## src/rtl/wt_store_wbuf.sv

```systemverilog
// Write-through store buffer: in-order issue of committed stores, out-of-order ack retirement,
// word-granular RAW hazard check. Optional store merging into PEND entries: WT_WBUF_MERGE_EN.
module wt_store_wbuf #(
  parameter int unsigned DEPTH  = 2,
  parameter int unsigned ADDR_W = 32,
  parameter int unsigned DATA_W = 32,
  parameter int unsigned TID_W  = 2
) (
  input  logic                clk_i,
  input  logic                rst_i,
  input  logic                req_valid_i,
  output logic                req_ready_o,
  input  logic [ADDR_W-1:0]   req_addr_i,
  input  logic [DATA_W-1:0]   req_data_i,
  input  logic [DATA_W/8-1:0] req_be_i,
  input  logic                req_nc_i,
  output logic                mem_valid_o,
  input  logic                mem_ready_i,
  output logic [ADDR_W-1:0]   mem_addr_o,
  output logic [DATA_W-1:0]   mem_data_o,
  output logic [DATA_W/8-1:0] mem_be_o,
  output logic [TID_W-1:0]    mem_tid_o,
  input  logic                ack_valid_i,
  input  logic [TID_W-1:0]    ack_tid_i,
  input  logic [ADDR_W-1:0]   chk_addr_i,
  output logic                chk_hit_o,
  output logic                empty_o,
  output logic                full_o
);

  localparam int unsigned BeW  = DATA_W / 8;
  localparam int unsigned PtrW = (DEPTH > 1) ? $clog2(DEPTH) : 1;
  localparam logic [ADDR_W-1:0] AlignMask = ~ADDR_W'(BeW - 1);

  typedef enum logic [1:0] {StFree, StPend, StIssued} slot_state_e;

  slot_state_e         r_state [DEPTH];
  logic [ADDR_W-1:0]   r_addr  [DEPTH];
  logic [DATA_W-1:0]   r_data  [DEPTH];
  logic [BeW-1:0]      r_be    [DEPTH];
  logic [PtrW-1:0]     r_wr_ptr;
  logic [PtrW-1:0]     r_iss_ptr;

  logic [ADDR_W-1:0]   w_req_word;
  logic [ADDR_W-1:0]   w_chk_word;
  logic                w_issue;
  logic                w_slot_free;
  logic                w_merge_any;
  logic                w_accept;
  logic                w_alloc;
  logic [DEPTH-1:0]    w_ack_hit;

  function automatic logic [PtrW-1:0] ptr_inc(input logic [PtrW-1:0] p);
    return (p == PtrW'(DEPTH - 1)) ? '0 : p + PtrW'(1);
  endfunction

  assign w_req_word  = req_addr_i & AlignMask;
  assign w_chk_word  = chk_addr_i & AlignMask;
  assign w_issue     = mem_valid_o && mem_ready_i;
  assign w_slot_free = (r_state[r_wr_ptr] == StFree);

`ifdef WT_WBUF_MERGE_EN
  logic            r_nc [DEPTH];
  logic [PtrW-1:0] w_merge_idx;

  // The head entry leaving this cycle must not absorb a store that would then be lost.
  always_comb begin
    w_merge_any = 1'b0;
    w_merge_idx = '0;
    for (int i = 0; i < DEPTH; i++) begin
      if (!req_nc_i && (r_state[i] == StPend) && !r_nc[i] && (r_addr[i] == w_req_word) &&
          !(w_issue && (r_iss_ptr == PtrW'(i)))) begin
        w_merge_any = 1'b1;
        w_merge_idx = PtrW'(i);
      end
    end
  end
`else
  logic w_unused_nc;
  assign w_unused_nc = req_nc_i;
  assign w_merge_any = 1'b0;
`endif

  assign req_ready_o = !rst_i && (w_merge_any || w_slot_free);
  assign w_accept    = req_valid_i && req_ready_o;
  assign w_alloc     = w_accept && !w_merge_any;

  always_comb begin
    w_ack_hit = '0;
    for (int i = 0; i < DEPTH; i++) begin
      w_ack_hit[i] = ack_valid_i && (ack_tid_i == TID_W'(i)) && (r_state[i] == StIssued);
    end
  end

  always_ff @(posedge clk_i) begin
    if (rst_i) begin
      for (int i = 0; i < DEPTH; i++) begin
        r_state[i] <= StFree;
      end
      r_wr_ptr  <= '0;
      r_iss_ptr <= '0;
    end else begin
      // Ack, issue and allocation always touch distinct slots, so their writes never collide.
      for (int i = 0; i < DEPTH; i++) begin
        if (w_ack_hit[i]) begin
          r_state[i] <= StFree;
        end
      end
      if (w_issue) begin
        r_state[r_iss_ptr] <= StIssued;
        r_iss_ptr          <= ptr_inc(r_iss_ptr);
      end
      if (w_alloc) begin
        r_state[r_wr_ptr] <= StPend;
        r_addr[r_wr_ptr]  <= w_req_word;
        r_data[r_wr_ptr]  <= req_data_i;
        r_be[r_wr_ptr]    <= req_be_i;
`ifdef WT_WBUF_MERGE_EN
        r_nc[r_wr_ptr]    <= req_nc_i;
`endif
        r_wr_ptr          <= ptr_inc(r_wr_ptr);
      end
`ifdef WT_WBUF_MERGE_EN
      if (w_accept && w_merge_any) begin
        r_be[w_merge_idx] <= r_be[w_merge_idx] | req_be_i;
        for (int b = 0; b < BeW; b++) begin
          if (req_be_i[b]) begin
            r_data[w_merge_idx][8*b +: 8] <= req_data_i[8*b +: 8];
          end
        end
      end
`endif
    end
  end

  assign mem_valid_o = (r_state[r_iss_ptr] == StPend);
  assign mem_addr_o  = r_addr[r_iss_ptr];
  assign mem_data_o  = r_data[r_iss_ptr];
  assign mem_be_o    = r_be[r_iss_ptr];
  assign mem_tid_o   = TID_W'(r_iss_ptr);

  always_comb begin
    chk_hit_o = 1'b0;
    empty_o   = 1'b1;
    for (int i = 0; i < DEPTH; i++) begin
      if (r_state[i] != StFree) begin
        empty_o = 1'b0;
        if (r_addr[i] == w_chk_word) begin
          chk_hit_o = 1'b1;
        end
      end
    end
  end

  assign full_o = !w_slot_free;

endmodule

```

## config.mk

```make
export PLATFORM = sky130hd
export DESIGN_NAME = wt_store_wbuf
export DESIGN_NICKNAME = d
export VERILOG_FILES = /design/src/rtl/wt_store_wbuf.sv
export SDC_FILE = /design/constraint.sdc
export NUM_CORES = 1
export LEC_CHECK = 0
export CAP_MARGIN = 20
export CELL_PAD_IN_SITES_DETAIL_PLACEMENT = 1
export CELL_PAD_IN_SITES_GLOBAL_PLACEMENT = 1
export CORE_MARGIN = 8
export CORE_UTILIZATION = 38
export DETAILED_ROUTE_END_ITERATION = 10
export HOLD_SLACK_MARGIN = 0.12
export PLACE_DENSITY = 0.87
export SLEW_MARGIN = 20
export SYNTH_ARGS = -nofsm -noshare
export SYNTH_HDL_FRONTEND = slang
export SYNTH_SLANG_ARGS = --single-unit
```

## constraint.sdc

```tcl
create_clock -name clk_i -period 5.37 [get_ports clk_i]
set_input_delay 0.8055 -clock clk_i [delete_from_list [all_inputs] [get_ports clk_i]]
set_output_delay 0.8055 -clock clk_i [all_outputs]
set_load 0.02 [all_outputs]
```

---- Yosys cells after proc, flatten, opt, wreduce, memory -nomap -nowiden ----
Memories as Yosys holds them, arrays and structs flattened. A register that Yosys moved wholly into a read port is not among the register bits.
Cells that the tools add are included.
storage, ports and cells
  bits in latches ......................... 0
  word-level logic and storage cells ...... 63
  flip-flop bits (word level) ............. 2
  output and inout port bits .............. 75
  memories kept ........................... 4
  memory bits (read-only) ................. 0
  RAM bits ................................ 136
memories
  name     depth  width  rd ports  clocked after Yosys merged registers in  write ports  line  source
  r_data   2      32     1         1                                        1            39    logic [DATA_W-1:0] r_data [DEPTH];
  r_addr   2      30     3         1                                        1            38    logic [ADDR_W-1:0] r_addr [DEPTH];
  r_be     2      4      1         1                                        1            40    logic [BeW-1:0] r_be [DEPTH];
  r_state  2      2      4         2                                        4            37    slot_state_e r_state [DEPTH];
cells by class
  muxes and demuxes ....................... 34
  magnitude comparators ................... 0
  divide/modulo/power cells ............... 0
  shift-type cells ........................ 0
  equality and inequality tests ........... 6
  add/sub/neg operators ................... 2
  bitwise logic cells ..................... 2
  multiply operators ...................... 0
  reductions and logical operators ........ 13
operator list
  operator                                             number
  equality test 32 bit                                 2
  2-to-1 mux 1 bit                                     32
  logical AND 1 bit                                    7
  equality test 2 x 1 -> 1 bit, second input constant  2
  equality test 2 bit, second input constant           2
  logical NOT 2 bit                                    2
  2-to-1 mux 2 bit                                     2
  nonzero test 2 bit                                   2
  adder 1 bit, second input constant                   2
  logical NOT 1 bit                                    2
  bitwise OR 1 bit                                     2

---- Longest topological paths before layout ----
  depth after elaboration ................. 7
  gate-level depth with buffers ........... 5
  gate-level depth less buffers ........... 4

---- Least setup slack after synthesis ----
Ideal clock, no wire load.
  kind .................................... input to register
  start point ............................. input rst_i
  end point ............................... memory r_addr[1][0] (netlist name), enable pin
  required time ........................... 4.875 ns
  path slack .............................. 0.758 ns
  cell stages on the path ................. 4
  path buffers ............................ 1
  arrival ................................. 4.117 ns
  cell sequence ........................... clkbuf_1 inv_1 o211ai_1 nor2_1
between the ends
  cells in the longest elaborated chain, start to end .. 6
RTL lines
  element                                   line  source
  start, declared                           10    input logic rst_i,
  logical NOT 1 bit                         84    assign req_ready_o = !rst_i && (w_merge_any || w_slot_free);
  logical AND 1 bit                         84
  logical AND 1 bit                         85    assign w_accept = req_valid_i && req_ready_o;
  2-to-1 mux 1 bit                          113   if (w_alloc) begin
  2-to-1 mux 1 bit *                        96    if (rst_i) begin
  2-to-1 mux 1 bit (not written as such) *  115   r_addr[r_wr_ptr] <= w_req_word;
  end, declared                             38
Mark *: on every way between the ends. The rest lies on a longest branch, timed or not.

---- Worst setup path in the final report ----
  start point ............................. input chk_addr_i[29]
  end point ............................... output chk_hit_o
between the ends
  cells in the longest elaborated chain, start to end .. 5
  elaborated cells on any way between the ends .. 6
  those cells by class .................... eq/ne (2); mux (4)
RTL lines
  element               line  source
  start, declared       25    input logic [ADDR_W-1:0] chk_addr_i,
  equality test 32 bit  148   if (r_addr[i] == w_chk_word) begin
  2-to-1 mux 1 bit      148
  2-to-1 mux 1 bit      146   if (r_state[i] != StFree) begin
  2-to-1 mux 1 bit      148
  2-to-1 mux 1 bit *    146
  end, declared         26    output logic chk_hit_o,
Marks and branches as above.

==> results.cfg <==
[status]
status = finished clean

[clocking]
htreeDepth = 4
post_cts_resized = 0
cts_hold_buf = 0
cts.path.max_buffers = 2
clkLatencyLatePin_ns = 0.41
clock_sinks = 140
path_clk_slew_ns = 0.06
cts_buffers = 17
cts_tree = built
cts_root_buffer = clkbuf_16
postCtsSetupBuffers = 0

[die]
start_util_pct = 38.5
die_h_um = 140
std_cell_rows = 45
die_area_um2 = 19500
dieWidth_um = 140
coreArea_um2 = 15100
io_pins = 183

[final_layout]
nets = 629
layoutNonFillerInstCount = 722
syn_to_final_growth_pct = 45.2
drive_gt1_share_pct = 16.9
antennaDiodeCount = 0
final_cell_area_um2 = 8450

[global_routing]
grt-ovfl-total = 0
grt_pass1_wl_um = 24200
grt_max_degree = 69
grt.total_usage_pct = 16.4
grt_antenna_before_repair = 1
grt_pass1_vias = 4134

[timing]
skew_ns = 0.00786
fin_crit_sh_pct = 69.9
drv_slew = 0
fin_tns_setup_ns = 0
slew_headroom_pct = 33.9
setup_viol = 0
fin_crit_ns = 3.76
worstMarginPinSlew_ns = 0.991
max_clock_freq_ghz = 0.266
rsz0062_at_grt = no
hold_viol = 0

[drt]
drtIter0Drc = 97
num_vias = 3542
routed.top_layer = met5
drc_errors = 0
wire_per_inst_um = 22.3
met1_length_um = 6290
ant_nets = 0
vias_per_cell = 4.91
wl_met2_um = 8040
drt_pass1_iterations = 4
wl_um = 16100
route.met3.wl_um = 1560

[place]
place.gp.congestion = 0.771
dp_hpwl_um = 11300
dp.cells = 689
dpl-instance-area_um2 = 7790
io_buffers = 174

[logic_synthesis]
avgSynthCellArea_um2 = 17.4
synth-xor-area-share_pct = 9.34
yosysWarnings = 0
syn_area_um2 = 5820
synth_top_family_by_area = multiplexers
synth.ff_latch_count = 140
synthMuxAreaShare_pct = 12.8
syn-instance-count = 334
synth_cell_type_count = 31
synth_compound_area_share_pct = 1.33
synth_edf_count = 132
synth_adder_area_share_pct = 0
synth_ff_type = edfxtp_1
async_flop_share_pct = 0
yosysSeqAreaShare_pct = 70.9
synth_simple_gate_area_share_pct = 4.17

[critical_path]
crit_top_cell = clkdlybuf4s50_1
slowest_stage = clkdlybuf4s50_1
crit_type = primary input to output port
critPathLaunchType = primary input
worstPathArrival_ns = 2.95
path_max_fanout = 2
path_cells = clkdlybuf4s50_1, xor2_1, nor4_1, nand4_1, o22ai_1, clkdlybuf4s50_1
r2r_end = r_addr[0][5]$_DFFE_PP_
end_kind = output port
cp_data_required_time_ns = 4.56
reg2reg_slack_ns = 2.88
rr_worst_depth = 4
rr_startpoint = r_state[1][0]$_SDFFE_PP1P_
crit_buf_inv = 2
slowest_delay_ns = 0.67
cpLargestDelayFamily = buffers and inverters

[min_path]
hold_class = register to register
holdPathEnd = r_state[0][0]$_SDFFE_PP1P_
whs_path_depth = 1
hold_start = r_wr_ptr$_SDFFE_PP0P_

[power]
max-vdd-ir-drop_uv = 248
powerDensity_nw_per_um2 = 388
leakage_nw = 2.88

[flow_run]
maxCapViolations = 0
## Yosys cell counts (all sizes together), types with 2 or more instances
cell type	count	share of area (%)
edfxtp	132	68
mux2	66	13
xor2	60	9.0
nor4	15	1.6
buf	11	1.1
nor2	10	0.65
dfxtp	8	2.8
inv	4	0.26
nand4	4	0.43
nor3	4	0.43
nand2	3	0.24
a211oi	2	0.43
a21oi	2	0.37
xnor2	2	0.30
## through the flow
step	setup WS [ns]	hold slack (ns)	utilization [%]	power, W
2_1_floorplan	0.758	0.424	-	0.00169
5_1_grt	1.52	0.550	56.0	0.00339
6_report	1.61	0.511	56.0	0.00328
4_1_cts	1.60	0.511	55.8	0.00332
3_3_place_gp	1.59	0.470	51.6	0.00202
3_5_place_dp	1.61	0.499	51.6	0.00204
## final cells by class
class | instances | area, µm²
Clock buffer | 18 | 429
Clock inverter | 14 | 209
Fill cell | 1408 | 6640
Inverter | 4 | 15.0
Multi-Input combinational cell | 180 | 1630
Sequential cell | 140 | 4130
Tap cell | 188 | 235
Timing Repair Buffer | 178 | 1800
## power by group
group	switching [W]	internal, W
Clock	0.000472	0.000790
Sequential	0.0000709	0.00128
Combinational	0.000317	0.000344
Total	0.000860	0.00242
## logic make-up (layout without fill, tap and decap cells)
logic type / after synthesis / in the layout
and+or+nand+nor: 41 / 41
muxes: 66 / 66
other: 1 / 3
xor gates and xnor gates: 62 / 62
buffers and inverters: 16 / 214
AOI/OAI and AO/OA: 8 / 8
DFF: 140 / 140
## per-layer routing
layer | GRT usage [%] | vias up
met3 | 8.76 | 14
met4 | 4.80 | 2
met2 | 27.6 | 138
li1 | - | 1643
met5 | 0 | -
met1 | 17.6 | 1745
## sequential cells by signal, summed over array words and instances (netlist names), named ones only
register,flops
r_iss_ptr,1
r_be,8
r_data,64
r_state,4
r_wr_ptr,1
r_addr,60
## cells in the final DEF, fill, tap and decap left out, types with 3 or more instances in the layout
master | synthesis | layout
clkinv_4 | 0 | 4
nor3_1 | 3 | 3
edfxtp_1 | 132 | 132
nand4_1 | 4 | 4
nor4_1 | 15 | 15
dfxtp_1 | 8 | 7
bufinv_16 | 0 | 4
mux2_2 | 46 | 46
xor2_1 | 60 | 60
clkdlybuf4s50_1 | 0 | 174
nor2_1 | 10 | 8
inv_1 | 4 | 4
clkbuf_16 | 0 | 17
conb_1 | 1 | 3
mux2_1 | 20 | 20
inv_6 | 0 | 4
## worst register-to-register path, delay by kind of cell (launching register included)
kind            cells  cell delay, ns
simple gates        2            1.11
compound gates      1            0.34
buf+inv             1            0.35
flops               1            0.36
## how the worst max path moves through the flow
stage / slack, ns / cells past startpoint / start / endpoint
after global routing: 1.52 / 6 / chk_addr_i[29] / chk_hit_o
final: 1.61 / 6 / chk_addr_i[29] / chk_hit_o
after CTS: 1.60 / 6 / chk_addr_i[15] / chk_hit_o
after detailed placement: 1.61 / 6 / chk_addr_i[20] / chk_hit_o
after floorplan: 0.76 / 4 / rst_i / r_addr[1][0]$_DFFE_PP_
after global placement: 1.59 / 6 / chk_addr_i[29] / chk_hit_o
(Power assumes the default switching activity.)
